==> src/rtl/bf_loop_unit.sv <==
// bf_loop_unit: bracket resolver with a loop-head return stack and nested forward-skip mode
module bf_loop_unit #(
  parameter int IA_WIDTH   = 12,
  parameter int SP_WIDTH   = 4,
  parameter int NEST_WIDTH = 8
) (
  input  logic                clk,
  input  logic                reset,
  input  logic                op_valid,
  input  logic                op_open,
  input  logic                op_close,
  input  logic                cell_zero,
  input  logic [IA_WIDTH-1:0] pc,
  output logic                op_ack,
  output logic                skip,
  output logic                jump,
  output logic [IA_WIDTH-1:0] jump_pc,
  output logic [SP_WIDTH:0]   depth,
  output logic                err_overflow,
  output logic                err_underflow
);
  typedef enum logic [1:0] {IDLE, SKIP, ERROR} state_e;
  localparam logic [SP_WIDTH:0] FULL = {1'b1, {SP_WIDTH{1'b0}}};
  state_e                state_q, state_d;
  logic [SP_WIDTH:0]     depth_q, depth_d;
  logic [NEST_WIDTH-1:0] nest_q, nest_d;
  logic                  skip_q, skip_d, jump_q, jump_d, ovf_q, ovf_d, unf_q, unf_d, push;
  logic [IA_WIDTH-1:0]   jump_pc_q, jump_pc_d;
  logic [IA_WIDTH-1:0]   stack_q [2**SP_WIDTH];
  logic [SP_WIDTH-1:0]   wr_idx, top_idx;
  logic                  acc, is_open, is_close;
  assign op_ack        = state_q != ERROR;
  assign acc           = op_valid && op_ack;
  assign is_open       = op_open && !op_close;
  assign is_close      = op_close && !op_open;
  assign wr_idx        = depth_q[SP_WIDTH-1:0];
  assign top_idx       = wr_idx - SP_WIDTH'(1);
  assign skip          = skip_q;
  assign jump          = jump_q;
  assign jump_pc       = jump_pc_q;
  assign depth         = depth_q;
  assign err_overflow  = ovf_q;
  assign err_underflow = unf_q;
  // next state: resolve the accepted bracket against the stack or the skip nesting count
  always_comb begin
    state_d   = state_q;
    depth_d   = depth_q;
    nest_d    = nest_q;
    jump_d    = 1'b0;
    jump_pc_d = jump_pc_q;
    ovf_d     = ovf_q;
    unf_d     = unf_q;
    push      = 1'b0;
    if (acc && state_q == IDLE && is_open) begin
      if (cell_zero) begin
        nest_d  = NEST_WIDTH'(1);
        state_d = SKIP;
      end else if (depth_q == FULL) begin
        ovf_d   = 1'b1;
        state_d = ERROR;
      end else begin
        push    = 1'b1;
        depth_d = depth_q + (SP_WIDTH+1)'(1);
      end
    end
    if (acc && state_q == IDLE && is_close) begin
      if (depth_q == '0) begin
        unf_d   = 1'b1;
        state_d = ERROR;
      end else if (cell_zero) begin
        depth_d = depth_q - (SP_WIDTH+1)'(1);
      end else begin
        jump_d    = 1'b1;
        jump_pc_d = stack_q[top_idx] + IA_WIDTH'(1);
      end
    end
    if (acc && state_q == SKIP && is_open) begin
      ovf_d   = nest_q == '1 ? 1'b1 : ovf_q;
      state_d = nest_q == '1 ? ERROR : SKIP;
      nest_d  = nest_q == '1 ? nest_q : nest_q + NEST_WIDTH'(1);
    end
    if (acc && state_q == SKIP && is_close) begin
      nest_d  = nest_q - NEST_WIDTH'(1);
      state_d = nest_q == NEST_WIDTH'(1) ? IDLE : SKIP;
    end
    skip_d = state_d == SKIP;
  end
  // control and status registers, cleared asynchronously
  always_ff @(posedge clk or negedge reset) begin
    if (!reset) begin
      state_q   <= IDLE;
      depth_q   <= '0;
      nest_q    <= '0;
      skip_q    <= 1'b0;
      jump_q    <= 1'b0;
      jump_pc_q <= '0;
      ovf_q     <= 1'b0;
      unf_q     <= 1'b0;
    end else begin
      state_q   <= state_d;
      depth_q   <= depth_d;
      nest_q    <= nest_d;
      skip_q    <= skip_d;
      jump_q    <= jump_d;
      jump_pc_q <= jump_pc_d;
      ovf_q     <= ovf_d;
      unf_q     <= unf_d;
    end
  end
  // loop-head storage; contents need no reset because depth gates every read
  always_ff @(posedge clk) begin
    if (push) stack_q[wr_idx] <= pc;
  end
endmodule

==> config.mk <==
export PLATFORM = sky130hd
export DESIGN_NAME = bf_loop_unit
export DESIGN_NICKNAME = d
export VERILOG_FILES = /design/src/rtl/bf_loop_unit.sv
export SDC_FILE = /design/constraint.sdc
export NUM_CORES = 1
export LEC_CHECK = 0
export BUFFER_PORTS_ARGS = -buffer_cell sky130_fd_sc_hd__buf_2
export CORE_ASPECT_RATIO = 0.9
export CORE_MARGIN = 1
export CORE_UTILIZATION = 30
export DETAILED_ROUTE_END_ITERATION = 10
export MAX_ROUTING_LAYER = met4
export PLACE_DENSITY = 0.55
export SETUP_SLACK_MARGIN = 0.02
export SLEW_MARGIN = 0
export SYNTH_ARGS = -nofsm -noshare
export SYNTH_HDL_FRONTEND = slang
export SYNTH_SLANG_ARGS = --single-unit
==> constraint.sdc <==
create_clock -name clk -period 3.88 [get_ports clk]
set_input_delay 0.388 -clock clk [delete_from_list [all_inputs] [get_ports clk]]
set_output_delay 0.388 -clock clk [all_outputs]
set_load 0.1 [all_outputs]
==> impl_metrics.json <==
{
  "crit-reg2reg-launch": "depth[1]",
  "p_int_uw": 5350,
  "ys_seq_area_share_pct": 69.6,
  "top_layer_used": "met4",
  "finalPower_uw": 8800,
  "most_frequent_cell_on_the_critical_path": "sky130_fd_sc_hd__nor2_1",
  "synth_top_area_share_pct": 61.3,
  "sw_power_uw": 3440,
  "htreeDepth": 1,
  "post_synth.cell_area_avg_um2": 16.1,
  "cts_tree": "built",
  "grt_first_pass_wirelength_um": 34100,
  "timing.critical_path.arrival_ns": 3.89,
  "critical_path.top_delay_family": "multiplexers",
  "timing.max_slew.rel_slack_pct": 43.4,
  "diodes": 0,
  "synth_edf_count": 192,
  "die_h_um": 170,
  "ctsRootBufferMaster": "sky130_fd_sc_hd__clkbuf_16",
  "port_buffers": 39,
  "synth_top_area_cell": "sky130_fd_sc_hd__edfxtp_1",
  "die_x_um": 189,
  "cp-startpoint": "depth[1]",
  "detailroute.wirelength.met3_um": 1100,
  "final_cell_area_um2": 11100,
  "placement_rows": 61,
  "slew_violations": 0,
  "pwr-share-seq_pct": 33.0,
  "grt_setup_unrepaired": "false",
  "place_congestion": 0.813,
  "grt_max_degree": 32,
  "max_cap_viol_count": 0,
  "vias_in_the_first_global_route": 5293,
  "drt_iter0_drc": 438,
  "post-route-drc-count": 0,
  "floorplan.core_area_um2": 30800,
  "grt_antenna_before_repair": 0,
  "route.met2.wl_um": 10100,
  "critPathRequiredTime_ns": 4.30,
  "cts.sink_count": 223,
  "power.share.switching_pct": 39.1,
  "setup-violations-final": 0,
  "cpMaxStageDelayCell": "sky130_fd_sc_hd__mux4_1",
  "cp.buffers_inverters": 1,
  "synthCells": 583,
  "ys_warn_count": 0,
  "skew_ns": 0.0253,
  "pwrdens_nw_per_um2": 791,
  "pwr-share-comb_pct": 40.8,
  "netlist_top_cells_area": "sky130_fd_sc_hd__edfxtp_1, sky130_fd_sc_hd__mux4_2, sky130_fd_sc_hd__dfrtp_1",
  "clkSlewWorstSetupHoldPaths_ns": 0.06,
  "dp_hpwl_um": 14500,
  "wirelength_um": 22600,
  "commonest_cells_after_routing_fill_and_taps_aside": "sky130_fd_sc_hd__edfxtp_1, sky130_fd_sc_hd__nand2_1, sky130_fd_sc_hd__buf_2",
  "die_area_um2": 32100,
  "report.final.hold_viol_count": 0,
  "drive_gt1_share_pct": 25.5,
  "synth_ff_type": "sky130_fd_sc_hd__edfxtp_1",
  "endpoint_kind_of_the_worst_setup_timing_path": "flip-flop",
  "synth_area_um2": 9400,
  "synth.net_count": 609,
  "start_util_pct": 30.5,
  "worstSetupPathType": "flip-flop to flip-flop",
  "postPlaceCellArea_um2": 10300,
  "pin_count": 40,
  "detail-route-antenna-nets": 0,
  "period_utilisation_layout_pct": 89.2,
  "postSynthRegisterBits": 223,
  "crit_path_max_incr_delay_ns": 0.60,
  "p_leak_uw": 0.00378,
  "groute.usage.overall_pct": 14.7,
  "routed_via_density": 5.00,
  "met1_length_um": 10800,
  "synth.distinct_cells": 62,
  "holdCritPathClass": "input port to flip-flop",
  "post-route-util_pct": 36.0,
  "max_freq_mhz": 289,
  "tritoncts.num_buffers": 24,
  "dr_total_vias": 5419,
  "path_cells": "inv_1 > ha_2 > xor2_4 > mux4_1 > mux2_2 > nor2_1 > nor2_1 > ha_1 > nand2_1 > o22a_1 > nor2_1 > xnor2_1 > mux2_2",
  "status": "completed",
  "post_cts_setup_bufs": 0,
  "finalNetCount": 684,
  "fin_setup_tns_ns": 0,
  "detail_route.wl_per_cell_um": 20.8,
  "period_needed_ns": 3.46,
  "critical_path.max_fanout": 9,
  "drt-pass1-iter-count": 7,
  "power.clock.fraction_pct": 26.2,
  "hold_path_startpoint": "pc[9]",
  "clock_path_buffers": 3,
  "worst_setup_path_start_kind": "flip-flop",
  "clk-insertion-delay-late_ns": 0.54,
  "postSynth.asyncResetShare_pct": 13.9,
  "highest_ir_drop_seen_on_vdd_v": 0.000484,
  "area.growth.synth_to_final_pct": 18.2,
  "layout_commonest_cell": "sky130_fd_sc_hd__edfxtp_1",
  "grt_overflow": 0,
  "max_slew.worst_pin.slew_ns": 0.849
}
flip-flops by register name (all words and copies together), names as in the netlist:
register,count
nest_q,8
err_underflow,1
depth,5
stack_q,192
jump_pc,12
jump,1
err_overflow,1
state_q,2
skip,1
cell usage after synthesis, types with 3 or more instances:
cell type                  number
sky130_fd_sc_hd__or3_1          5
sky130_fd_sc_hd__o21ai_0       20
sky130_fd_sc_hd__nand2b_1       8
sky130_fd_sc_hd__nor3b_1        3
sky130_fd_sc_hd__mux2i_1       20
sky130_fd_sc_hd__a22o_1         4
sky130_fd_sc_hd__nand3_1       17
sky130_fd_sc_hd__inv_1          8
sky130_fd_sc_hd__nand4_1        6
sky130_fd_sc_hd__clkbuf_1      10
sky130_fd_sc_hd__or2_2          3
sky130_fd_sc_hd__nand3b_1       4
sky130_fd_sc_hd__buf_2          9
sky130_fd_sc_hd__and2_1         3
sky130_fd_sc_hd__and3_1         3
sky130_fd_sc_hd__nor2_1        28
sky130_fd_sc_hd__o22ai_1        3
sky130_fd_sc_hd__a221oi_1       7
sky130_fd_sc_hd__nor4b_1        4
sky130_fd_sc_hd__dfrtp_1       31
sky130_fd_sc_hd__a41oi_1        3
sky130_fd_sc_hd__nor2b_1        3
sky130_fd_sc_hd__a21o_1         3
sky130_fd_sc_hd__a22oi_1        5
sky130_fd_sc_hd__mux4_2        36
sky130_fd_sc_hd__ha_1           8
sky130_fd_sc_hd__nor3_1        10
sky130_fd_sc_hd__a31oi_1       10
sky130_fd_sc_hd__nand2_1       54
sky130_fd_sc_hd__edfxtp_1     192
sky130_fd_sc_hd__a21oi_1        8
sky130_fd_sc_hd__nor4_1         3
sky130_fd_sc_hd__xnor2_1        7
sky130_fd_sc_hd__mux2_2         5
sky130_fd_sc_hd__buf_6          5
per-layer routing:
metal,vias to the layer above,global-route usage [%]
met4,0,4.00
met5,-,-
li1,2469,-
met1,2749,20.8
met2,166,21.9
met3,35,2.37
logic make-up after synthesis:
family	Yosys count	share of synthesized area [%]
AOI/OAI and AO/OA	86	6.34
xor gates and xnor gates	9	0.838
adders and majority gates	8	1.06
buffers and inverters	34	1.92
DFF	223	69.6
muxes	62	11.6
and+or+nand+nor	161	8.64
power groups by stage:
| stage | Sequential [uW] | Combinational, uW | Clock, uW |
|---|---|---|---|
| after CTS | 2900 | 3600 | 2350 |
| after global routing | 2920 | 3870 | 2450 |
| after detailed placement | 2950 | 3590 | 0 |
| after floorplan | 3500 | 2130 | 0 |
| final | 2900 | 3590 | 2310 |
| after global placement | 2950 | 3560 | 0 |
worst reg2reg max path: stages, from the launching register on:
cell,delay [ns]
sky130_fd_sc_hd__dfrtp_2,0.46
sky130_fd_sc_hd__inv_1,0.12
sky130_fd_sc_hd__ha_2,0.36
sky130_fd_sc_hd__xor2_4,0.38
sky130_fd_sc_hd__mux4_1,0.61
sky130_fd_sc_hd__mux2_2,0.29
sky130_fd_sc_hd__nor2_1,0.08
sky130_fd_sc_hd__nor2_1,0.05
sky130_fd_sc_hd__ha_1,0.23
sky130_fd_sc_hd__nand2_1,0.07
sky130_fd_sc_hd__o22a_1,0.20
sky130_fd_sc_hd__nor2_1,0.07
sky130_fd_sc_hd__xnor2_1,0.15
sky130_fd_sc_hd__mux2_2,0.28
worst paths after layout:
kind	end	cells after the start	slack, ns
min reg2reg	jump_pc[1]	2	0.48
max	jump_pc[4]	13	0.42
max in group asynchronous	depth[0]	2	2.75
max reg2reg	jump_pc[4]	13	0.42
min in group asynchronous	jump_pc[3]	2	0.51
min	stack_q[4][9]	1	0.23
cell type report:
type,count,area (um^2)
timing repair buffer,75,480
fill,2984,19700
sequential,223,6550
multi-input combinational,326,2740
clock buffer,24,601
tap,409,512
inverter,8,30.0
clock inverter,19,203
metrics by stage:
step	worst slack, ns	hold WS, ns	cells
CTS	0.317	0.214	1084
detailed placement	0.314	0.461	1040
finish	0.419	0.229	1084
global route	0.184	0.218	1084
global placement	0.348	0.446	1040
floorplan	0.0664	0.0924	583
timing repair:
| item | CTS | global route |
|---|---|---|
| setup endpoints to repair | 0 | 1 |
| gates resized for setup | 0 | 1 |
| hold buffers | 1 | 0 |
| hold endpoints to repair | 11 | 0 |
Note: power is estimated with default switching activity, not from simulation.
